===== src/rtl/uart_rx_debug.sv =====
// uart_rx_debug: 8N1 UART receiver for the host-to-CPU debug link, with its own
// oversampling tick generator. Define UART_RX_PARITY_EN to add an even-parity bit.
module uart_rx_debug #(
  parameter int unsigned NB_DATA    = 8,
  parameter int unsigned SB_TICK    = 16,
  parameter int unsigned BAUD_DIV   = 27,
  parameter int unsigned OVERSAMPLE = 16
) (
  input  logic               i_clk,
  input  logic               i_reset,
  input  logic               i_rx,
  output logic [NB_DATA-1:0] o_data,
  output logic               o_rx_done,
  output logic               o_frame_err,
  output logic               o_parity_err,
  output logic               o_busy
);

  localparam int unsigned BW   = (BAUD_DIV > 1) ? $clog2(BAUD_DIV) : 1;
  localparam int unsigned SMAX = (SB_TICK > OVERSAMPLE) ? SB_TICK : OVERSAMPLE;
  localparam int unsigned SW   = (SMAX > 1) ? $clog2(SMAX) : 1;
  localparam int unsigned NW   = (NB_DATA > 1) ? $clog2(NB_DATA) : 1;

  localparam logic [BW-1:0] BAUD_LAST = BW'(BAUD_DIV - 1);
  localparam logic [SW-1:0] S_MID     = SW'(OVERSAMPLE / 2 - 1);
  localparam logic [SW-1:0] S_BIT     = SW'(OVERSAMPLE - 1);
  localparam logic [SW-1:0] S_STOP    = SW'(SB_TICK - 1);
  localparam logic [NW-1:0] N_LAST    = NW'(NB_DATA - 1);

  typedef enum logic [2:0] {
    IDLE   = 3'd0,
    START  = 3'd1,
    DATA   = 3'd2,
    PARITY = 3'd3,
    STOP   = 3'd4
  } state_t;

  state_t               state_q, state_d;
  logic                 sync1_q, rx_s;
  logic [BW-1:0]        baud_q;
  logic                 tick;
  logic [SW-1:0]        s_q, s_d;
  logic [NW-1:0]        n_q, n_d;
  logic [NB_DATA-1:0]   sh_q, sh_d;
  logic [NB_DATA-1:0]   data_d;
  logic                 done_d, ferr_d;
`ifdef UART_RX_PARITY_EN
  logic                 par_bad_q, par_bad_d;
  logic                 perr_d;
`endif

  // Two-flop synchroniser; idle line is high so both flops reset to 1.
  always_ff @(posedge i_clk or posedge i_reset) begin
    if (i_reset) begin
      sync1_q <= 1'b1;
      rx_s    <= 1'b1;
    end else begin
      sync1_q <= i_rx;
      rx_s    <= sync1_q;
    end
  end

  // Free-running oversampling tick; deliberately not re-phased on a start edge.
  assign tick = (baud_q == BAUD_LAST);

  always_ff @(posedge i_clk or posedge i_reset) begin
    if (i_reset) begin
      baud_q <= '0;
    end else if (tick) begin
      baud_q <= '0;
    end else begin
      baud_q <= baud_q + 1'b1;
    end
  end

  // Next-state and datapath logic.
  always_comb begin
    state_d = state_q;
    s_d     = s_q;
    n_d     = n_q;
    sh_d    = sh_q;
    data_d  = o_data;
    done_d  = 1'b0;
    ferr_d  = 1'b0;
`ifdef UART_RX_PARITY_EN
    par_bad_d = par_bad_q;
    perr_d    = 1'b0;
`endif

    unique case (state_q)
      IDLE: begin
        if (!rx_s) begin
          state_d = START;
          s_d     = '0;
          n_d     = '0;
        end
      end

      START: begin
        if (tick) begin
          if (s_q == S_MID) begin
            if (!rx_s) begin
              state_d = DATA;
              s_d     = '0;
            end else begin
              state_d = IDLE;
            end
          end else begin
            s_d = s_q + 1'b1;
          end
        end
      end

      DATA: begin
        if (tick) begin
          if (s_q == S_BIT) begin
            s_d  = '0;
            sh_d = {rx_s, sh_q[NB_DATA-1:1]};
            if (n_q == N_LAST) begin
`ifdef UART_RX_PARITY_EN
              state_d = PARITY;
`else
              state_d = STOP;
`endif
            end else begin
              n_d = n_q + 1'b1;
            end
          end else begin
            s_d = s_q + 1'b1;
          end
        end
      end

`ifdef UART_RX_PARITY_EN
      PARITY: begin
        if (tick) begin
          if (s_q == S_BIT) begin
            s_d       = '0;
            par_bad_d = ^{sh_q, rx_s};
            state_d   = STOP;
          end else begin
            s_d = s_q + 1'b1;
          end
        end
      end
`endif

      STOP: begin
        if (tick) begin
          if (s_q == S_STOP) begin
            state_d = IDLE;
            if (rx_s) begin
`ifdef UART_RX_PARITY_EN
              if (par_bad_q) begin
                perr_d = 1'b1;
              end else begin
                data_d = sh_q;
                done_d = 1'b1;
              end
`else
              data_d = sh_q;
              done_d = 1'b1;
`endif
            end else begin
              ferr_d = 1'b1;
            end
          end else begin
            s_d = s_q + 1'b1;
          end
        end
      end

      default: begin
        state_d = IDLE;
      end
    endcase
  end

  // State, counters and registered outputs.
  always_ff @(posedge i_clk or posedge i_reset) begin
    if (i_reset) begin
      state_q     <= IDLE;
      s_q         <= '0;
      n_q         <= '0;
      sh_q        <= '0;
      o_data      <= '0;
      o_rx_done   <= 1'b0;
      o_frame_err <= 1'b0;
      o_busy      <= 1'b0;
    end else begin
      state_q     <= state_d;
      s_q         <= s_d;
      n_q         <= n_d;
      sh_q        <= sh_d;
      o_data      <= data_d;
      o_rx_done   <= done_d;
      o_frame_err <= ferr_d;
      o_busy      <= (state_d != IDLE);
    end
  end

`ifdef UART_RX_PARITY_EN
  always_ff @(posedge i_clk or posedge i_reset) begin
    if (i_reset) begin
      par_bad_q    <= 1'b0;
      o_parity_err <= 1'b0;
    end else begin
      par_bad_q    <= par_bad_d;
      o_parity_err <= perr_d;
    end
  end
`else
  assign o_parity_err = 1'b0;
`endif

endmodule

===== config.mk =====
export PLATFORM = sky130hd
export DESIGN_NAME = uart_rx_debug
export DESIGN_NICKNAME = d
export VERILOG_FILES = /design/src/rtl/uart_rx_debug.sv
export SDC_FILE = /design/constraint.sdc
export NUM_CORES = 1
export LEC_CHECK = 0
export CORE_ASPECT_RATIO = 1.75
export CORE_MARGIN = 5
export CORE_UTILIZATION = 56
export DETAILED_ROUTE_END_ITERATION = 8
export GPL_TIMING_DRIVEN = 0
export HOLD_SLACK_MARGIN = 0.12
export PLACE_DENSITY_LB_ADDON = 0.2
export SYNTH_ARGS = -nofsm -noshare
export SYNTH_HDL_FRONTEND = slang
export SYNTH_SLANG_ARGS = --single-unit

===== constraint.sdc =====
create_clock -name i_clk -period 3 [get_ports i_clk]
set_clock_uncertainty 0.2 [all_clocks]
set_input_delay 0.3 -clock i_clk [delete_from_list [all_inputs] [get_ports i_clk]]
set_output_delay 0.3 -clock i_clk [all_outputs]
set_load 0.1 [all_outputs]

==> results of run 1 <==
## Yosys cell counts, drive strengths merged (2+ instances only)
| library cell | number | share of area (%) |
|---|---|---|
| buf | 3 | 1.1 |
| nor3 | 2 | 1.2 |
| nand2 | 6 | 1.3 |
| nor2 | 7 | 1.5 |
| nand3b | 4 | 1.7 |
| nand3 | 7 | 2.0 |
| a21oi | 2 | 0.56 |
| nor3b | 3 | 1.6 |
| clkbuf | 5 | 1.1 |
| dfstp | 2 | 3.0 |
| nor2b | 2 | 0.71 |
| mux2i | 3 | 1.7 |
| o41a | 2 | 1.3 |
| dfrtp | 34 | 48 |
| o21ai | 6 | 1.7 |
| o31a | 2 | 0.99 |
| mux2 | 17 | 11 |
| ha | 5 | 3.5 |
| inv | 6 | 1.3 |
| xnor2 | 2 | 0.99 |
| or3 | 2 | 0.71 |
| nor4 | 2 | 0.71 |
| a211o | 2 | 0.99 |
| o211ai | 2 | 0.85 |
| nand2b | 2 | 0.71 |
| or3b | 2 | 1.1 |
## repair_timing
item	CTS	global route
hold buffers	0	1
endpoints found under the hold margin	0	8
resized for setup	0	0
## metrics by stage
stage / hold WS [ns] / area, um2 / total power, W / instances
finish: 0.160 / 2080 / 0.000859 / 215
global placement: 0.146 / 1960 / 0.000516 / 205
CTS: 0.161 / 2050 / 0.000867 / 213
global route: 0.172 / 2080 / 0.000894 / 215
floorplan: 0.104 / 1770 / 0.000511 / 149
detailed placement: 0.149 / 1960 / 0.000517 / 205
## state kept, by name, indices dropped and copies added, names as in the netlist
signal / count
state_q: 3
o_busy: 1
n_q: 3
o_rx_done: 1
baud_q: 5
rx_s: 1
o_frame_err: 1
s_q: 4
sync1_q: 1
sh_q: 8
o_data: 8
## metal layers
| metal | global-route usage [%] | vias to the layer above |
|---|---|---|
| met3 | 4.62 | 10 |
| met5 | 0 | - |
| met4 | 9.53 | 0 |
| met2 | 30.2 | 24 |
| met1 | 22.4 | 634 |
| li1 | - | 587 |
## final timing paths
| kind | from | end | slack (ns) |
|---|---|---|---|
| max | s_q[0] | n_q[0] | 0.56 |
| min | sync1_q | rx_s | 0.16 |
| max reg2reg | s_q[0] | n_q[0] | 0.56 |
| min reg2reg | sync1_q | rx_s | 0.16 |
| max in group asynchronous | i_reset | rx_s | 1.51 |
| min in group asynchronous | i_reset | o_data[4] | 0.59 |
## worst max-delay path, cell delays in order, from the launching register on
cell and delay, ns:
dfrtp_1 0.40, ha_1 0.34, nand3_1 0.31, nor3_4 0.49
a2bb2oi_4 0.24, mux2_1 0.34
## final cells by class
type / count / area share, %
repair buffers: 15 / 7.72
flip-flops and latches: 36 / 43.5
inverters: 6 / 1.08
clock inverters: 3 / 1.02
multi-input cells: 99 / 38.9
clock buffers: 5 / 3.32
plain buffers: 8 / 1.87
well taps: 43 / 2.59
## power breakdown
| part | switching [W] | internal, W | total, W |
|---|---|---|---|
| sequential | 0.00000126 | 0.000487 | 0.000489 |
| combinational | 0.0000153 | 0.00000676 | 0.0000221 |
| clock | 0.000183 | 0.000165 | 0.000348 |
| total | 0.000200 | 0.000659 | 0.000859 |
## logic make-up after synthesis
| group | Yosys count | share of synthesized area [%] |
|---|---|---|
| XOR/XNOR | 3 | 1.48 |
| buffers and inverters | 14 | 3.46 |
| flip-flops | 36 | 51.0 |
| adder cells (fa/ha/maj) | 5 | 3.53 |
| other | 1 | 0.212 |
| AO/OA/AOI/OAI | 25 | 12.0 |
| multiplexers | 20 | 12.5 |
| AND/OR/NAND/NOR | 45 | 15.8 |
==> impl_metrics.env, run 1 <==
export IMPL_htreeDepth=2
export IMPL_slew_viol_final=0
export IMPL_gp_congestion=0.860
export IMPL_clock_fmax_ghz=0.409
export IMPL_final_cell_mix="dfrtp_1 (34), mux2_2 (16), clkdlybuf4s50_1 (13)"
export IMPL_start_kind="flop"
export IMPL_dr_pass1_iters=4
export IMPL_critical_path_class="flop to flop"
export IMPL_pin_count=15
export IMPL_drive_gt1_share_pct=20.3
export IMPL_ys_seq_elements=36
export IMPL_synth_cell_area_mm2=0.00177
export IMPL_seqCellArea_um2=903
export IMPL_io_buffers=13
export IMPL_hold_viol_final=0
export IMPL_min_period_ns=2.44
export IMPL_post_route_util_pct=66.8
export IMPL_final_common_cell="dfrtp_1"
export IMPL_ir_drop_mv=0.347
export IMPL_clock_sink_count=36
export IMPL_nets=179
export IMPL_drv_cap=0
export IMPL_grt_pass1_vias=1390
export IMPL_cts_root_buf="clkbuf_8"
export IMPL_status="completed"
export IMPL_synthesis_instances=149
export IMPL_grt_pass1_wl_mm=6.43
export IMPL_ant_nets=0
export IMPL_setup_ws_ns=0.555
export IMPL_core_area_mm2=0.00311
export IMPL_crit_path_max_fanout=9
export IMPL_synth_top_flop_cell="dfrtp_1"
export IMPL_initial_utilization_pct=57.0
export IMPL_dpl_worst_slack_ns=0.594
export IMPL_rows=27
export IMPL_die_area_mm2=0.00443
export IMPL_finalCritPeriodShare_pct=81.5
export IMPL_cp_end_kind="flop"
export IMPL_min_delay_path_class="flop to flop"
export IMPL_post_drt_wl_per_cell_um=16.5
export IMPL_async_flop_share_pct=100
export IMPL_total_leakage_power_nw=0.913
export IMPL_diodes=0
export IMPL_globalRouteTotalUtil_pct=18.7
export IMPL_clk_pin_slew_ns=0.07
export IMPL_multi_input_area_um2=807
export IMPL_critPathRequiredTime_ns=2.97
export IMPL_synth_cell_type_count=49
export IMPL_wl_met2_mm=1.95
export IMPL_grt_overflow_total=0
export IMPL_via_per_inst=5.84
export IMPL_die_h_um=84.4
export IMPL_cts_setup_buffers=0
export IMPL_yosysSeqAreaShare_pct=51.0
export IMPL_rsz0062_at_grt="no"
export IMPL_place_hpwl_mm=2.49
export IMPL_yosysWarnings=0
export IMPL_num_fill_cells=244
export IMPL_relSlewSlack_pct=34.1
export IMPL_grt_max_degree=37
export IMPL_drc=0
export IMPL_setup_tns_ns=0
export IMPL_drt_iter0_drc=60
export IMPL_highest_layer="met4"
export IMPL_die_w_um=52.5
export IMPL_setup_violations_final=0
export IMPL_cts_tree="yes"
export IMPL_dr_total_vias=1255
export IMPL_cts_buffer_depth=2
export IMPL_clk_latency_ns=0.29
export IMPL_synth_edff_count=0
export IMPL_arrival_ns=2.41
export IMPL_syn_to_final_growth_pct=17.2
export IMPL_antenna_found_initial=0
export IMPL_syn_avg_cell_area_um2=11.9
export IMPL_drt_wl_total_mm=3.54
export IMPL_power_density_mw_per_mm2=414
export IMPL_worstMarginPinSlew_ns=0.985
export IMPL_hold_depth=0
export IMPL_synthesis_nets=157
export IMPL_m1WireLength_mm=1.41
export IMPL_cts_buffers=5
export IMPL_r2r_worst_path_cells=5
export IMPL_wl_met3_um=113
(Power assumes the default switching activity.)
==> run 2: changes to the inputs <==
Clock period 3 ns to 2.4 ns, I/O delays scaled along.
==> impl_metrics.env, run 2 (synthesis gave the netlist of run 1 again) <==
export IMPL_place_hpwl_mm=2.49
export IMPL_power_density_mw_per_mm2=507
export IMPL_setup_tns_ns=0
export IMPL_critPathRequiredTime_ns=2.36
export IMPL_core_area_mm2=0.00311
export IMPL_dr_pass1_iters=4
export IMPL_relSlewSlack_pct=34.6
export IMPL_hold_viol_final=0
export IMPL_grt_overflow_total=0
export IMPL_rows=27
export IMPL_die_h_um=84.4
export IMPL_globalRouteTotalUtil_pct=19.1
export IMPL_clk_latency_ns=0.28
export IMPL_dr_total_vias=1281
export IMPL_grt_max_degree=37
export IMPL_start_kind="flop"
export IMPL_post_drt_wl_per_cell_um=16.4
export IMPL_clock_sink_count=36
export IMPL_ir_drop_mv=0.428
export IMPL_die_w_um=52.5
export IMPL_antenna_found_initial=0
export IMPL_cts_buffer_depth=2
export IMPL_pin_count=15
export IMPL_ant_nets=0
export IMPL_grt_busiest_layer="met2"
export IMPL_setup_violations_final=0
export IMPL_critical_path_class="flop to flop"
export IMPL_via_per_inst=5.88
export IMPL_drv_cap=0
export IMPL_drt_iter0_drc=43
export IMPL_layout_cells_non_filler=218
export IMPL_worstMarginPinSlew_ns=0.978
export IMPL_p_total_w=0.00107
export IMPL_io_buffers=13
export IMPL_met3_usage_pct=4.62
export IMPL_min_period_ns=2.28
export IMPL_crit_path_max_fanout=10
export IMPL_final_cell_mix="dfrtp_1 (34), mux2_2 (16), clkdlybuf4s50_1 (13)"
export IMPL_place_inst=205
export IMPL_cp_top_family="simple AND/OR/NAND/NOR gates"
export IMPL_cp_end_kind="flop"
export IMPL_clk_pin_slew_ns=0.07
export IMPL_arrival_ns=2.25
export IMPL_die_area_mm2=0.00443
export IMPL_cts_root_buf="clkbuf_8"
export IMPL_dpl_worst_slack_ns=-0.00559
export IMPL_gp_congestion=0.860
export IMPL_htreeDepth=2
export IMPL_cts_buffers=5
export IMPL_hold_ws_ns=0.160
export IMPL_rsz0062_at_grt="no"
export IMPL_initial_utilization_pct=57.0
export IMPL_grt_use_met2_pct=31.2
export IMPL_total_leakage_power_nw=0.928
export IMPL_status="completed"
export IMPL_slew_viol_final=0
export IMPL_grt_pass1_wl_mm=6.56
export IMPL_syn_to_final_growth_pct=19.4
export IMPL_critPathBufInv=2
export IMPL_min_delay_path_class="flop to flop"
export IMPL_diodes=0
export IMPL_grt_pass1_vias=1407
export IMPL_drive_gt1_share_pct=22.9
export IMPL_crit_slowest_cell="nor4_1"
export IMPL_reg_largest_list="o_data: 8 flops, sh_q: 8 flops, baud_q: 5 flops"
export IMPL_grt_use_met1_pct=22.6
export IMPL_finalCritPeriodShare_pct=95.1
export IMPL_nets=182
export IMPL_drc=0
export IMPL_drt_wl_total_mm=3.57
export IMPL_setup_ws_ns=0.117
export IMPL_path_cells="buf_4 -> clkbuf_1 -> nor4_1 -> a2bb2oi_4 -> mux2_1"
export IMPL_cts_tree="yes"
export IMPL_final_common_cell="dfrtp_1"
export IMPL_clock_fmax_ghz=0.438
export IMPL_cp_slowest_stage_delay_ns=0.67
## run 2: changes by cell type in the layout (fill, tap and decap cells not counted), sizes merged
cell / before / now
buf: 4 / 7
## run 2: worst reg2reg max path, stage by stage, from the launching register on
cell and delay [ns]:
dfrtp_1 0.37, buf_4 0.15, clkbuf_1 0.22, nor4_1 0.67, a2bb2oi_4 0.22, mux2_1 0.34
## run 2: routing by layer
layer	routed length, um	vias up
li1	-	595
met5	0	-
met2	1990	30
met4	65	0
met3	118	8
met1	1390	648
## run 2: cell type report
| type | instances | area [um2] |
|---|---|---|
| Buffer | 8 | 38.8 |
| Sequential cell | 36 | 903 |
| Tap cell | 43 | 53.8 |
| Multi-Input combinational cell | 99 | 825 |
| Clock inverter | 3 | 21.3 |
| Clock buffer | 5 | 68.8 |
| Timing Repair Buffer | 18 | 183 |
| Fill cell | 240 | 992 |
| Inverter | 6 | 22.5 |
## run 2: final timing paths
check / end / from / slack (ns) / cells past startpoint
worst max-delay path: n_q[0] / state_q[1] / 0.12 / 5
worst min-delay path: rx_s / sync1_q / 0.16 / 0
worst max register to register: n_q[0] / state_q[1] / 0.12 / 5
worst min register to register: rx_s / sync1_q / 0.16 / 0
max in group asynchronous: rx_s / i_reset / 0.97 / 4
min in group asynchronous: o_data[4] / i_reset / 0.54 / 3
## run 2: metrics by stage
step | util, % | cell area, um2
floorplan | - | 1770
global placement | 62.9 | 1960
detailed placement | 62.9 | 1960
CTS | 66.5 | 2070
global route | 68.1 | 2120
finish | 68.1 | 2120
## run 2: power breakdown
group / switching (W) / internal (W)
logic: 0.0000192 / 0.00000854
clock network: 0.000227 / 0.000206
registers: 0.00000218 / 0.000609
## run 2: what timing repair did
action	4_1_cts	5_1_grt
pin swaps	1	0
setup buffers	2	1
endpoints found under the hold margin	0	8
setup endpoints to repair	9	17
hold buffers	0	1
resized for setup	1	2
==> run 3: changes to the inputs <==
Settings changed: MAX_ROUTING_LAYER from default to met4.
==> impl_metrics.env, run 3 (synthesis gave the netlist of run 1 again) <==
export IMPL_die_h_um=84.4
export IMPL_critPathRequiredTime_ns=2.36
export IMPL_grt_max_degree=37
export IMPL_antenna_found_initial=0
export IMPL_clock_sink_count=36
export IMPL_place_inst=205
export IMPL_min_delay_path_class="flop to flop"
export IMPL_syn_to_final_growth_pct=19.4
export IMPL_die_area_mm2=0.00443
export IMPL_clk_pin_slew_ns=0.07
export IMPL_drive_gt1_share_pct=22.9
export IMPL_rsz0062_at_grt="no"
export IMPL_final_common_cell="dfrtp_1"
export IMPL_drt_wl_total_mm=3.56
export IMPL_via_per_inst=5.88
export IMPL_slew_viol_final=0
export IMPL_cp_top_family="simple AND/OR/NAND/NOR gates"
export IMPL_path_cells="buf_4 -> clkbuf_1 -> nor4_1 -> a2bb2oi_4 -> mux2_1"
export IMPL_reg_largest_list="o_data: 8 flops, sh_q: 8 flops, baud_q: 5 flops"
export IMPL_crit_slowest_cell="nor4_1"
export IMPL_htreeDepth=2
export IMPL_dr_total_vias=1281
export IMPL_cp_slowest_stage_delay_ns=0.67
export IMPL_nets=182
export IMPL_drv_cap=0
export IMPL_io_buffers=13
export IMPL_core_area_mm2=0.00311
export IMPL_dr_pass1_iters=4
export IMPL_grt_overflow_total=0
export IMPL_crit_path_max_fanout=10
export IMPL_relSlewSlack_pct=34.1
export IMPL_rows=27
export IMPL_cp_end_kind="flop"
export IMPL_min_period_ns=2.28
export IMPL_cts_buffers=5
export IMPL_drt_iter0_drc=44
export IMPL_cts_buffer_depth=2
export IMPL_place_hpwl_mm=2.49
export IMPL_hold_viol_final=0
export IMPL_start_kind="flop"
export IMPL_grt_pass1_wl_mm=6.56
export IMPL_p_total_w=0.00107
export IMPL_ant_nets=0
export IMPL_pin_count=15
export IMPL_drc=0
export IMPL_cts_root_buf="clkbuf_8"
export IMPL_cts_tree="yes"
export IMPL_post_drt_wl_per_cell_um=16.3
export IMPL_setup_tns_ns=0
export IMPL_ir_drop_mv=0.428
export IMPL_hold_ws_ns=0.160
export IMPL_r2r_worst_path_cells=5
export IMPL_critical_path_class="flop to flop"
export IMPL_initial_utilization_pct=57.0
export IMPL_hold_depth=0
export IMPL_diodes=0
export IMPL_arrival_ns=2.24
export IMPL_final_cell_mix="dfrtp_1 (34), mux2_2 (16), clkdlybuf4s50_1 (13)"
export IMPL_gp_congestion=0.874
export IMPL_worstMarginPinSlew_ns=0.986
export IMPL_clock_fmax_ghz=0.438
export IMPL_clk_latency_ns=0.28
export IMPL_globalRouteTotalUtil_pct=19.6
export IMPL_power_density_mw_per_mm2=507
export IMPL_status="completed"
export IMPL_critPathBufInv=2
export IMPL_critical_path_depth=5
export IMPL_die_w_um=52.5
export IMPL_finalCritPeriodShare_pct=95.1
export IMPL_setup_violations_final=0
export IMPL_layout_cells_non_filler=218
export IMPL_grt_pass1_vias=1402
export IMPL_total_leakage_power_nw=0.928
[run 3: timing repair]
item	in CTS	in global routing
hold endpoints to repair	0	8
endpoints found under the setup margin	9	17
buffers inserted	2	1
hold buffers	0	1
pin swaps	1	0
gates resized for setup	1	2
[run 3: power by group]
| part | internal [W] | switching (W) | leakage (nW) |
|---|---|---|---|
| Sequential | 0.000609 | 0.00000214 | 0.466 |
| Clock | 0.000206 | 0.000227 | 0.0445 |
| Combinational | 0.00000854 | 0.0000191 | 0.418 |
[run 3: final timing paths]
path | start | to | slack (ns)
max | state_q[1] | n_q[0] | 0.12
min | sync1_q | rx_s | 0.16
max reg2reg | state_q[1] | n_q[0] | 0.12
min reg2reg | sync1_q | rx_s | 0.16
max in group asynchronous | i_reset | rx_s | 0.97
min in group asynchronous | i_reset | o_data[4] | 0.54
[run 3: per-stage QoR]
| step | cell area (um2) | utilization [%] | setup slack, ns |
|---|---|---|---|
| floorplan | 1770 | - | 0.294 |
| global placement | 1960 | 62.9 | 0.0535 |
| detailed placement | 1960 | 62.9 | -0.00559 |
| CTS | 2070 | 66.5 | 0.0589 |
| global route | 2120 | 68.1 | 0.0316 |
| finish | 2120 | 68.1 | 0.118 |
[run 3: layout make-up]
| class | instances | area (um2) |
|---|---|---|
| Fill cell | 240 | 992 |
| Sequential cell | 36 | 903 |
| Multi-Input combinational cell | 99 | 825 |
| Timing Repair Buffer | 18 | 183 |
| Clock buffer | 5 | 68.8 |
| Tap cell | 43 | 53.8 |
| Buffer | 8 | 38.8 |
| Inverter | 6 | 22.5 |
| Clock inverter | 3 | 21.3 |
[run 3: metal layers]
metal	wire, um	up-vias	GRT usage, %	share of wire, %
met5	0	-	-	0
met1	1380	642	23.0	39
met2	2000	42	31.2	56
li1	-	593	-	-
met3	140	4	4.09	3.9
met4	38	0	9.53	1.1
